[src/rtl/sad_multi.sv]
// sad_multi: sliding-window SAD trigger with multi-shot holdoff,
// arm-aligned window eligibility and a write-protected reference.
module sad_multi #(
   parameter int pREF_SAMPLES     = 32,
   parameter int pBITS_PER_SAMPLE = 12,
   parameter int pSCORE_W         = pBITS_PER_SAMPLE + $clog2(pREF_SAMPLES)
) (
   input  logic                            clk_adc,
   input  logic                            reset,
   input  logic                            arm_i,
   input  logic [pBITS_PER_SAMPLE-1:0]     adc_datain,
   input  logic                            ref_we,
   input  logic [$clog2(pREF_SAMPLES)-1:0] ref_addr,
   input  logic [pBITS_PER_SAMPLE-1:0]     ref_wdata,
   input  logic                            ref_mask_wdata,
   input  logic [31:0]                     threshold,
   input  logic                            multi_trigger,
   input  logic [15:0]                     holdoff,
   input  logic                            status_clear,
   output logic                            trigger,
   output logic                            armed,
   output logic [pSCORE_W-1:0]             score,
   output logic [15:0]                     trigger_count,
   output logic                            write_rejected
);

   localparam int N  = pREF_SAMPLES;
   localparam int B  = pBITS_PER_SAMPLE;
   localparam int SW = pSCORE_W;
   localparam int FW = $clog2(N + 1);

   typedef enum logic [2:0] {
      S_IDLE,
      S_FILL,
      S_ACTIVE,
      S_HOLD,
      S_DONE
   } state_t;

   state_t          r_state;
   logic [B-1:0]    r_ref [N];
   logic [N-1:0]    r_mask;
   logic [B-1:0]    r_din;
   logic [SW-1:0]   r_acc [N-1];
   logic [SW-1:0]   r_win;
   logic [SW-1:0]   r_hscore;
   logic            r_ev;
   logic            r_wv;
   logic            r_hit;
   logic [FW-1:0]   r_fill;
   logic [15:0]     r_hcnt;
   logic            r_trig;
   logic            r_armed;
   logic [SW-1:0]   r_score;
   logic [15:0]     r_cnt;
   logic            r_wrej;

   logic [B-1:0]    w_diff [N];
   logic            w_live;
   logic            w_fire;
   logic            w_start;
   logic            w_idle;

   assign w_idle  = (r_state == S_IDLE);
   assign w_live  = arm_i && !w_idle;
   assign w_start = arm_i && w_idle;
   assign w_fire  = arm_i && (r_state == S_ACTIVE) && r_hit;

   always_comb begin
      for (int k = 0; k < N; k++) begin
         w_diff[k] = '0;
         if (r_mask[k])
            w_diff[k] = (r_din >= r_ref[k]) ? r_din - r_ref[k]
                                            : r_ref[k] - r_din;
      end
   end

   always_ff @(posedge clk_adc) begin
      if (reset) begin
         r_mask <= '0;
         for (int k = 0; k < N; k++)
            r_ref[k] <= '0;
      end else if (ref_we && w_idle) begin
         r_ref[ref_addr]  <= ref_wdata;
         r_mask[ref_addr] <= ref_mask_wdata;
      end
   end

   // Partial sums shift one slot per sample; slot k holds a window
   // that has absorbed k+1 samples, so r_win is a full window each cycle.
   always_ff @(posedge clk_adc) begin
      if (reset) begin
         r_din    <= '0;
         r_win    <= '0;
         r_hscore <= '0;
         r_ev     <= 1'b0;
         r_wv     <= 1'b0;
         r_hit    <= 1'b0;
         for (int k = 0; k < N - 1; k++)
            r_acc[k] <= '0;
      end else begin
         r_din    <= adc_datain;
         r_acc[0] <= SW'(w_diff[0]);
         for (int k = 1; k < N - 1; k++)
            r_acc[k] <= r_acc[k-1] + SW'(w_diff[k]);
         r_win    <= r_acc[N-2] + SW'(w_diff[N-1]);
         r_ev     <= w_live && (r_fill >= FW'(N - 1));
         r_wv     <= arm_i && r_ev;
         r_hit    <= arm_i && r_wv && (32'(r_win) < threshold);
         r_hscore <= r_win;
      end
   end

   always_ff @(posedge clk_adc) begin
      if (reset) begin
         r_state <= S_IDLE;
         r_fill  <= '0;
         r_hcnt  <= '0;
         r_trig  <= 1'b0;
         r_armed <= 1'b0;
         r_score <= '0;
      end else begin
         r_trig <= 1'b0;
         if (!w_live)
            r_fill <= '0;
         else if (r_fill != FW'(N))
            r_fill <= r_fill + 1'b1;
         if (!arm_i) begin
            r_state <= S_IDLE;
            r_armed <= 1'b0;
         end else begin
            unique case (r_state)
               S_IDLE: begin
                  r_state <= S_FILL;
                  r_armed <= 1'b1;
               end
               S_FILL: begin
                  if (r_fill == FW'(N - 1))
                     r_state <= S_ACTIVE;
               end
               S_ACTIVE: begin
                  if (r_hit) begin
                     r_trig  <= 1'b1;
                     r_score <= r_hscore;
                     if (!multi_trigger) begin
                        r_state <= S_DONE;
                        r_armed <= 1'b0;
                     end else if (holdoff != 16'd0) begin
                        r_state <= S_HOLD;
                        r_hcnt  <= 16'd1;
                     end
                  end
               end
               S_HOLD: begin
                  if (r_hcnt >= holdoff)
                     r_state <= S_ACTIVE;
                  else
                     r_hcnt <= r_hcnt + 16'd1;
               end
               S_DONE: begin
                  r_state <= S_DONE;
               end
               default: begin
                  r_state <= S_IDLE;
                  r_armed <= 1'b0;
               end
            endcase
         end
      end
   end

   // A set or increment in the same cycle as a clear takes priority.
   always_ff @(posedge clk_adc) begin
      if (reset) begin
         r_cnt  <= '0;
         r_wrej <= 1'b0;
      end else begin
         if (w_fire)
            r_cnt <= status_clear ? 16'd1 :
                     (r_cnt == 16'hFFFF) ? r_cnt : r_cnt + 16'd1;
         else if (w_start || status_clear)
            r_cnt <= '0;
         if (ref_we && !w_idle)
            r_wrej <= 1'b1;
         else if (status_clear)
            r_wrej <= 1'b0;
      end
   end

   assign trigger        = r_trig;
   assign armed          = r_armed;
   assign score          = r_score;
   assign trigger_count  = r_cnt;
   assign write_rejected = r_wrej;

endmodule

[config.mk]
export PLATFORM = sky130hd
export DESIGN_NAME = sad_multi
export DESIGN_NICKNAME = d
export VERILOG_FILES = /design/src/rtl/sad_multi.sv
export SDC_FILE = /design/constraint.sdc
export NUM_CORES = 2
export LEC_CHECK = 0
export ABC_CLOCK_PERIOD_IN_PS = 11300
export CAP_MARGIN = 20
export CORE_ASPECT_RATIO = 0.9
export CORE_MARGIN = 5
export CORE_UTILIZATION = 30
export DETAILED_ROUTE_END_ITERATION = 6
export PLACE_DENSITY = 0.42
export SLEW_MARGIN = 20
export SYNTH_ARGS = -nofsm -noshare
export SYNTH_HDL_FRONTEND = slang
export SYNTH_SLANG_ARGS = --single-unit
[constraint.sdc]
create_clock -name clk_adc -period 11.3 [get_ports clk_adc]
set_input_delay 1.13 -clock clk_adc [delete_from_list [all_inputs] [get_ports clk_adc]]
set_output_delay 1.13 -clock clk_adc [all_outputs]
set_load 0.1 [all_outputs]
==> qor.csv <==
metric,value,unit
Worst slew margin,0.254,
post-synthesis sequential area ratio,0.296,
PD cells,118,nW/µm²
CP Capture Type,flip-flop,
chip height,510,µm
Setup Skew,0.0607,ns
CTS tree,built,
Hold Crit Start,r_wv,
"FF+latch count, synth",1038,
pre-CTS setup slack,4.58,ns
syn_nets,10800,
# DRC,0,
max-cap violation count,0,
initial antenna violation count,31,
clock sinks,1038,
# IOs,120,
Mapped Cells,9491,
WP buf/inv,3,
worst r2r src,r_din[0],
Final WS setup,4.60,ns
post-DR vias/cell,5.04,
Post-synth EDFFs,384,
Port Buffers,119,
area post-placement,88500,µm²
clk root buf,clkbuf_16,
Vias,67300,
"CP delay by family, top",compound AO/OA/AOI/OAI gates,
arrival time of the worst setup path,7.35,ns
All-Layer GR Usage,0.198,
Max Slew Vio Count,0,
CTS Buf Count,147,
final hold slack,0.421,ns
DR WL/cell,21.9,µm
DRT antenna net count,0,
Post-synth top flop,dfxtp_1,
crit path max-delay cell type,a2111oi_0,
IR Drop Worst-Case VDD,96.4,µV
worst path required time,11.95,ns
drt total wl,293,mm
pin count of the biggest net entering global routing,149,
Pwr Total,11.0,mW
Final #Nets,10800,
dpl hpwl,208,mm
sequence of cells on the critical path,inv_2 -> buf_4 -> ha_1 -> inv_1 -> fa_1 -> a21o_1 -> a211oi_1 -> o22ai_1 -> a21oi_2 -> a2111oi_0 -> a2111oi_0 -> ha_1 -> a21oi_1 -> o21bai_1 -> a41oi_1 -> a21oi_1 -> nand3_1 -> xor2_1 -> nor2_1,
post-route setup TNS,0,ns
Synth Cell Area,83300,µm²
Placed Cells,13100,
crit share post-route,0.593,
number of global-route vias before repair,66300,
Synth-to-Final Area Change,12.3,%
Final min period,6.70,ns
Max H-tree Level,4,
CP Launch Point,r_din[0],
global route total overflow,0,
final core occ,0.338,
peak fanout along the critical path,18,
"Warnings, synthesis",0,
RSZ-0062 raised after global routing,no,
Finished Layout Cells,13400,
Yosys cell types,103,
Initial Utilization,0.301,
"Avg Cell Area, Syn",8.77,µm²
Core Area,276000,µm²
first-pass GRT wire length,432,mm
row cnt,183,
design area,93500,µm²
Die ar.,288000,µm²
DRT Pass-1 Iters,6,
outcome,"finished, final reports clean",
ys async rst share,0,
Resized cells post-CTS,0,
Hold Path Class,flip-flop to flip-flop,
Leakage Power,41.3,nW
Die X,565,µm
Post-CTS Setup Bufs,0,
clock buffer depth,4,
Worst-Skew Late Latency,0.85,ns
fmax,0.149,GHz
"Clk pin slew, worst setup/hold paths",0.06,ns
endpoints failing setup,0,
hold_buf cts,0,
worst slew pin tran,1.12,ns
layout cell share with drive strength beyond 1,0.0567,
DR iter-0 viols,4653,
startpoint class of the critical path,flip-flop,
GPL Wtd Cong,0.879,
Final Hold Fails,0,
critical path class,flip-flop to flip-flop,
CP peak stage delay,0.79,ns
[area by class of cell]
class                      count  area [µm²]
antenna                       37        92.6
clock buffer                 198        4220
clock inverter                62         696
fill                       28600      183000
inverter                     777        2930
multi-input combinational   7346       54400
sequential                  1038       24700
tap                         3700        4630
timing repair buffer         205        1850
[final timing paths]
check | endpoint | slack (ns) | cells after the start
min reg2reg | r_hit | 0.42 | 2
min | r_hit | 0.42 | 2
max | r_acc[0][254] | 4.60 | 19
max reg2reg | r_acc[0][254] | 4.60 | 19
[tightest hold or removal path: stages (launching register included)]
cell and delay, ns:
dfxtp_1 0.29, nand2_1 0.05, a21oi_1 0.03
[kinds of logic after synthesis]
logic type,after synthesis,share of synthesized area
and+or+nand+nor,2823,0.164
AOI/OAI and AO/OA,2285,0.183
adders and majority gates,1239,0.195
buffers and inverters,1107,0.0513
DFF,1038,0.296
xor gates and xnor gates,706,0.0743
muxes,293,0.0365
[sequential cells by signal (all words and copies together), names as in the netlist]
signal          flops
r_acc             512
r_ref             384
r_mask             32
r_hscore           17
r_win              17
score              17
r_hcnt             16
trigger_count      16
r_din              12
r_fill              6
r_state             3
armed               1
r_ev                1
r_hit               1
r_wv                1
trigger             1
write_rejected      1
[layer usage]
metal,wire length [µm],vias up,global-route usage,part of all wire
met1,138000,32200,0.269,0.47
met5,0,-,0,0
met2,133000,1630,0.327,0.45
met3,13500,412,0.0267,0.046
li1,-,33100,-,-
met4,8820,0,0.0572,0.030
[power by group]
part	internal, mW	switching (mW)	leakage [nW]
clock	2.92	1.89	2.43
sequential	3.93	0.0598	9.27
combinational	0.837	1.37	29.6
[cell usage in the layout, fill, tap and decap left out, drive strengths merged, types with 284 or more instances in the layout]
master / instances
ha: 1144
nand2: 444
a21oi: 720
inv: 773
xor2: 284
nor2: 1066
a21o: 363
dfxtp: 654
xnor2: 422
o21ai: 299
edfxtp: 384
and2: 446
[synthesized netlist by cell type, types with 41 or more instances]
| cell type | instances | share of area |
|---|---|---|
| ha_1 | 1144 | 0.17 |
| nor2_1 | 1064 | 0.048 |
| inv_1 | 772 | 0.035 |
| a21oi_1 | 710 | 0.043 |
| dfxtp_1 | 654 | 0.16 |
| and2_1 | 445 | 0.033 |
| nand2_1 | 442 | 0.020 |
| xnor2_1 | 422 | 0.044 |
| edfxtp_1 | 384 | 0.14 |
| a21o_1 | 363 | 0.033 |
| xor2_1 | 284 | 0.030 |
| o21ai_0 | 275 | 0.017 |
| clkbuf_1 | 238 | 0.011 |
| mux2i_1 | 215 | 0.026 |
| nor2b_1 | 214 | 0.016 |
| o21bai_1 | 198 | 0.018 |
| nand3_1 | 169 | 0.010 |
| nor3_1 | 108 | 0.0065 |
| a31oi_1 | 98 | 0.0074 |
| fa_1 | 95 | 0.023 |
| a211oi_1 | 81 | 0.0073 |
| nand2b_1 | 81 | 0.0061 |
| mux2_2 | 74 | 0.010 |
| and3_1 | 73 | 0.0055 |
| buf_2 | 67 | 0.0040 |
| o21a_1 | 59 | 0.0053 |
| nand4_1 | 55 | 0.0041 |
| or3_1 | 45 | 0.0034 |
| o211ai_1 | 41 | 0.0037 |
Power figures use the tool's default switching activity.
